**config.mk**
```make
export PLATFORM = sky130hd
export DESIGN_NAME = pipe_reg_chain
export DESIGN_NICKNAME = d
export VERILOG_FILES = /design/src/rtl/pipe_pkg.sv /design/src/rtl/pipe_stage.sv /design/src/rtl/pipe_reg_chain.sv
export SDC_FILE = /design/constraint.sdc
export NUM_CORES = 1
export LEC_CHECK = 0
export BUFFER_PORTS_ARGS = -buffer_cell sky130_fd_sc_hd__buf_4
export CAP_MARGIN = 20
export CORE_MARGIN = 2
export CORE_UTILIZATION = 40
export CTS_CLUSTER_DIAMETER = 50
export DETAILED_ROUTE_END_ITERATION = 10
export PLACE_DENSITY = 0.71
export REMOVE_ABC_BUFFERS = 1
export SLEW_MARGIN = 15
export SYNTH_ARGS = -nofsm -noshare
export SYNTH_HDL_FRONTEND = slang
export SYNTH_HIERARCHICAL = 1
export SYNTH_SLANG_ARGS = --single-unit
```
**constraint.sdc**
```tcl
create_clock -name clk -period 2.9 [get_ports clk]
set_input_delay 0.145 -clock clk [delete_from_list [all_inputs] [get_ports clk]]
set_output_delay 0.145 -clock clk [all_outputs]
set_load 0.01 [all_outputs]
```
**src/rtl/pipe_pkg.sv**
```systemverilog
// ----------------------------------------------------------------------------
// pipe_pkg
// Shared definitions for the pipe_reg_chain slice.
//   - Legal ranges for the STAGES and WIDTH parameters.
//   - occ_width(): bit width needed to count 0..stages valid stages.
// ----------------------------------------------------------------------------
package pipe_pkg;

    localparam int unsigned STAGES_MIN = 32'd1;
    localparam int unsigned STAGES_MAX = 32'd8;
    localparam int unsigned WIDTH_MIN  = 32'd1;
    localparam int unsigned WIDTH_MAX  = 32'd64;

    // Width of a counter able to hold every value 0..stages. Never returns
    // zero, so that a bad parameter still yields a legal port declaration and
    // the dedicated range check reports the real problem.
    function automatic int unsigned occ_width(input int unsigned stages);
        int unsigned w;
        w = $clog2(stages + 32'd1);
        if (w == 32'd0) begin
            return 32'd1;
        end else begin
            return w;
        end
    endfunction

endpackage

```
**src/rtl/pipe_stage.sv**
```systemverilog
// ----------------------------------------------------------------------------
// pipe_stage
// One elastic register stage: a valid bit plus a WIDTH-bit data register.
// The stage is ready when it is empty or when its downstream neighbour is
// ready, so an occupied stage can load while its word moves on. A flush
// clears the valid bit but deliberately leaves the data register alone.
//
// Ports
//   clk        : clock, rising edge
//   reset      : asynchronous, active-high; clears valid and data
//   flush      : synchronous discard of the held word
//   up_valid   : upstream valid (in_valid for stage 0, else previous stage)
//   up_data    : upstream payload
//   down_ready : readiness of the next stage (out_ready for the last stage)
//   ready      : this stage accepts up_data on the coming edge
//   valid      : registered valid bit
//   valid_nxt  : value valid will take on the coming edge
//   data       : registered payload
// ----------------------------------------------------------------------------
module pipe_stage
    import pipe_pkg::*;
#(
    parameter int unsigned WIDTH = 32'd8
) (
    input  logic             clk,
    input  logic             reset,
    input  logic             flush,
    input  logic             up_valid,
    input  logic [WIDTH-1:0] up_data,
    input  logic             down_ready,
    output logic             ready,
    output logic             valid,
    output logic             valid_nxt,
    output logic [WIDTH-1:0] data
);

    logic             valid_r;
    logic [WIDTH-1:0] data_r;
    logic             ready_s;
    logic             valid_nxt_s;
    logic [WIDTH-1:0] data_nxt_s;

    assign ready_s   = ~valid_r | down_ready;
    assign ready     = ready_s;
    assign valid     = valid_r;
    assign valid_nxt = valid_nxt_s;
    assign data      = data_r;

    // Next-state selection: flush wins, then load when ready, else hold.
    always_comb begin
        valid_nxt_s = valid_r;
        data_nxt_s  = data_r;
        if (flush) begin
            valid_nxt_s = 1'b0;
            data_nxt_s  = data_r;
        end else if (ready_s) begin
            valid_nxt_s = up_valid;
            data_nxt_s  = up_data;
        end else begin
            valid_nxt_s = valid_r;
            data_nxt_s  = data_r;
        end
    end

    // Stage registers with asynchronous clear.
    always_ff @(posedge clk or posedge reset) begin
        if (reset) begin
            valid_r <= 1'b0;
            data_r  <= {WIDTH{1'b0}};
        end else begin
            valid_r <= valid_nxt_s;
            data_r  <= data_nxt_s;
        end
    end

endmodule

```
**src/rtl/pipe_reg_chain.sv**
```systemverilog
// ----------------------------------------------------------------------------
// pipe_reg_chain
// A chain of STAGES elastic register stages with valid/ready handshakes on
// both ends. Bubbles are squeezed out under back-pressure, a full chain can
// accept and deliver in the same cycle, and flush empties the chain in one
// cycle. out_valid/out_data come straight from the last stage's registers.
//
// Parameters
//   WIDTH  : payload bits, 1..64
//   STAGES : number of register stages, 1..8
//
// Ports
//   clk       : clock, rising edge
//   reset     : asynchronous, active-high; empties the chain and zeroes data
//   flush     : synchronous discard of all held words
//   in_valid  : upstream presents in_data
//   in_ready  : chain accepts in_data this cycle
//   in_data   : payload in
//   out_valid : last stage holds a valid word
//   out_ready : downstream accepts out_data
//   out_data  : payload of the last stage
//   occupancy : number of stages currently holding a valid word
// ----------------------------------------------------------------------------
module pipe_reg_chain
    import pipe_pkg::*;
#(
    parameter int unsigned WIDTH  = 32'd8,
    parameter int unsigned STAGES = 32'd3
) (
    input  logic                           clk,
    input  logic                           reset,
    input  logic                           flush,
    input  logic                           in_valid,
    output logic                           in_ready,
    input  logic [WIDTH-1:0]               in_data,
    output logic                           out_valid,
    input  logic                           out_ready,
    output logic [WIDTH-1:0]               out_data,
    output logic [occ_width(STAGES)-1:0]   occupancy
);

    localparam int unsigned OCC_W = occ_width(STAGES);

    // Parameter range checks, reported at elaboration.
    if ((WIDTH < WIDTH_MIN) || (WIDTH > WIDTH_MAX)) begin : g_bad_width
        $error("pipe_reg_chain: WIDTH %0d outside legal range 1..64", WIDTH);
    end
    if ((STAGES < STAGES_MIN) || (STAGES > STAGES_MAX)) begin : g_bad_stages
        $error("pipe_reg_chain: STAGES %0d outside legal range 1..8", STAGES);
    end

    logic             up_valid_s   [STAGES];
    logic [WIDTH-1:0] up_data_s    [STAGES];
    logic             down_ready_s [STAGES];
    logic             ready_s      [STAGES];
    logic             valid_s      [STAGES];
    logic             valid_nxt_s  [STAGES];
    logic [WIDTH-1:0] data_s       [STAGES];

    logic [OCC_W-1:0] occ_nxt_s;
    logic [OCC_W-1:0] occ_r;

    for (genvar i = 0; i < STAGES; i++) begin : g_stage
        // Stage 0 takes the input port; later stages take their predecessor.
        if (i == 0) begin : g_first
            assign up_valid_s[i] = in_valid;
            assign up_data_s[i]  = in_data;
        end else begin : g_mid
            assign up_valid_s[i] = valid_s[i-1];
            assign up_data_s[i]  = data_s[i-1];
        end

        // The last stage sees the output handshake; others see their successor.
        if (i == STAGES - 1) begin : g_last
            assign down_ready_s[i] = out_ready;
        end else begin : g_inner
            assign down_ready_s[i] = ready_s[i+1];
        end

        pipe_stage #(
            .WIDTH (WIDTH)
        ) u_stage (
            .clk        (clk),
            .reset      (reset),
            .flush      (flush),
            .up_valid   (up_valid_s[i]),
            .up_data    (up_data_s[i]),
            .down_ready (down_ready_s[i]),
            .ready      (ready_s[i]),
            .valid      (valid_s[i]),
            .valid_nxt  (valid_nxt_s[i]),
            .data       (data_s[i])
        );
    end

    // Population count of the valid bits the stages will hold after the edge.
    always_comb begin
        occ_nxt_s = {OCC_W{1'b0}};
        for (int unsigned k = 0; k < STAGES; k++) begin
            occ_nxt_s = occ_nxt_s + OCC_W'(valid_nxt_s[k]);
        end
    end

    // Occupancy register, kept in step with the stage valid bits.
    always_ff @(posedge clk or posedge reset) begin
        if (reset) begin
            occ_r <= {OCC_W{1'b0}};
        end else begin
            occ_r <= occ_nxt_s;
        end
    end

    // Reset is folded in because an empty chain would otherwise look ready.
    assign in_ready  = ready_s[0] & ~flush & ~reset;
    assign out_valid = valid_s[STAGES-1];
    assign out_data  = data_s[STAGES-1];
    assign occupancy = occ_r;

endmodule

```
==> summary.txt <==
Drt
  – DR WL/cell: 11.5 um
  – Drt initial violations: 9
  – Avg Vias per Cell: 4.15
  – WL final: 1.74 mm
  – ANT nets after route: 0
  – Drt first pass iters: 6
  – Via count: 626
  – # DRC: 0

Critical path
  – CP max-delay cell: dfrtp_1
  – Crit path required time: 2.76 ns
  – Worst reg2reg path endpoint: occupancy[0]
  – WP buf/inv: 4
  – CP startpoint kind: flop
  – Reg-to-reg startpoint: g_stage[2].u_stage/valid
  – CP max FO: 3
  – Worst path cell trace: nor2b_4 -> inv_1 -> nor2b_4 -> inv_1 -> nor2b_4 -> inv_1 -> nor3b_2 -> buf_4
  – R2R setup slack: 0.97 ns
  – R2R depth: 8
  – Worst path arrival time: 1.80 ns
  – CP Class: reg2out
  – Crit-path max cell delay: 0.35 ns
  – CP endpoint: in_ready
  – Crit path capture type: primary output
  – CP top delay family: simple AND/OR/NAND/NOR gates
  – Stages on worst setup path: 8
  – Worst Setup SP: g_stage[2].u_stage/valid

Synth
  – Synth Warn #: 6
  – Synthesized flop and latch total: 29
  – Post-Syn Area: 1270 sq um
  – Yosys cell types: 8
  – Post-Syn Instances: 74
  – Mean Syn Cell Area: 17.1 sq um
  – Sequential fraction of the synthesis area: 57.2%

Clock network
  – Reg clk slew, reported paths: 0.08 ns
  – H-tree levels: 2
  – Num CTS Buffers: 5
  – CTS resizes: 0
  – CTS sink count: 29
  – Post-CTS Setup Bufs: 0
  – Worst skew pair latency: 0.31 ns
  – CTS tree: done
  – CTS root buffer: clkbuf_4
  – Maximum clock path buffer count: 2

STA
  – Setup TNS: 0 ns
  – Period minus WS final: 1.94 ns
  – # setup viols final: 0
  – Least-Margin Pin Slew: 0.347 ns
  – Final hold vios: 0
  – Final setup margin: 0.956 ns
  – Setup Skew: 0.00375 ns
  – Final slew viol count: 0
  – Unrepaired setup endpoints after global routing: no
  – Max Fclk: 0.514 GHz
  – Final period utilization: 67.0%
  – Slew HR: 76.8%

Placement
  – Cells after DPL: 142
  – PortBufs: 24
  – Post-detailed-placement half-perimeter wirelength: 1.42 mm
  – Dpl ws: 0.968 ns
  – Area after DPL: 1500 sq um
  – Final Wtd Congestion: 0.737

Cells and area
  – Post-Layout Cell Count: 151
  – Commonest non-fill, non-tap cell in the layout: dfrtp_1
  – ANT cells: 0
  – Post-route cell area: 1600 sq um
  – Synth-to-layout area growth: 26.0%
  – Fill cell count: 247
  – Most frequent cells in the layout: 29 x dfrtp_1, 24 x mux2_4, 24 x buf_4
  – Layout cells sized above 1: 57.9%
  – # nets final: 120

Global route
  – Vias in the first global route: 631
  – Total track usage: 12.3%
  – Largest net degree at the start of global routing: 10
  – Grt ovf: 0
  – Initial antenna violation count: 0
  – First-pass GRT wire length: 3.01 mm

Power
  – Power, Total: 1.01 mW
  – Max VDD drop: 343 uV
  – Pwr Density: 633 nW/um^2
  – P_leak: 0.785 nW

Floorplanning
  – Die area: 3640 sq um
  – Die width: 60.3 um
  – Starting Density: 41.9%
  – Core ar.: 3030 sq um
  – FP Rows: 20
  – Die Ht: 60.3 um
  – # IOs: 25

Outcome
  – Status: completed

Hold path
  – Hold Crit Class: in2reg

Job
  – Max-cap violations: 0
metrics by stage:
stage / util, % / hold WS (ns)
detailed placement: 49.7 / 0.0437
CTS: 52.8 / 0.0401
finish: 52.8 / 0.0526
floorplan: - / -0.114
global route: 52.8 / 0.0171
global placement: 49.7 / 0.0393
report_power, final:
part | switching, mW | internal, mW
clock network | 0.127 | 0.206
logic | 0.0623 | 0.124
registers | 0.0337 | 0.460
state kept, by name, indices dropped and copies added (netlist names):
signal / flops
g_stage.u_stage/data: 24
g_stage.u_stage/valid: 3
occupancy: 2
routing by layer:
metal | part of all wire [%] | GRT usage [%]
met1 | 46 | 15.0
met5 | 0 | 0
met4 | 2.6 | 6.67
met3 | 5.1 | 6.49
met2 | 46 | 17.4
synthesized netlist by cell type (all sizes together):
cell / instances / area share, %
nor2b: 3 / 3.3
dfrtp: 29 / 57
fa: 1 / 1.6
inv: 7 / 2.1
mux2: 24 / 28
nor3b: 1 / 0.99
nor2: 9 / 6.5
cell families (layout without fill, tap and decap cells):
logic type	Yosys count	in the layout	synth area share (%)
flip-flops	29	29	57.2
multiplexers	24	24	28.4
buffers and inverters	7	40	2.07
AND/OR/NAND/NOR	13	13	10.7
adder cells (fa/ha/maj)	1	1	1.58
worst min path at each step:
stage,slack (ns),from,depth (start not counted),end
after detailed placement,0.04,reset,2,occupancy[1]
after global placement,0.04,reset,2,occupancy[0]
after global routing,0.02,in_data[7],2,g_stage[0].u_stage/data[7]
after floorplan,-0.11,reset,1,occupancy[0]
final,0.05,in_data[7],2,g_stage[0].u_stage/data[7]
after CTS,0.04,in_data[7],2,g_stage[0].u_stage/data[7]
final cells by class:
| cell class | instances | area, sq um | share of cell area (%) |
|---|---|---|---|
| Clock buffer | 7 | 55.1 | 3.44 |
| Clock inverter | 1 | 30.0 | 1.88 |
| Inverter | 7 | 26.3 | 1.64 |
| Multi-Input combinational cell | 38 | 517 | 32.3 |
| Sequential cell | 29 | 726 | 45.4 |
| Tap cell | 44 | 55.1 | 3.44 |
| Timing Repair Buffer | 25 | 190 | 11.9 |
what timing repair did:
item | CTS | global route
hold buffers | 1 | 0
endpoints found under the hold margin | 29 | 0
endpoints found under the setup margin | 0 | 0
No activity file was read; power rests on OpenSTA's default activity.
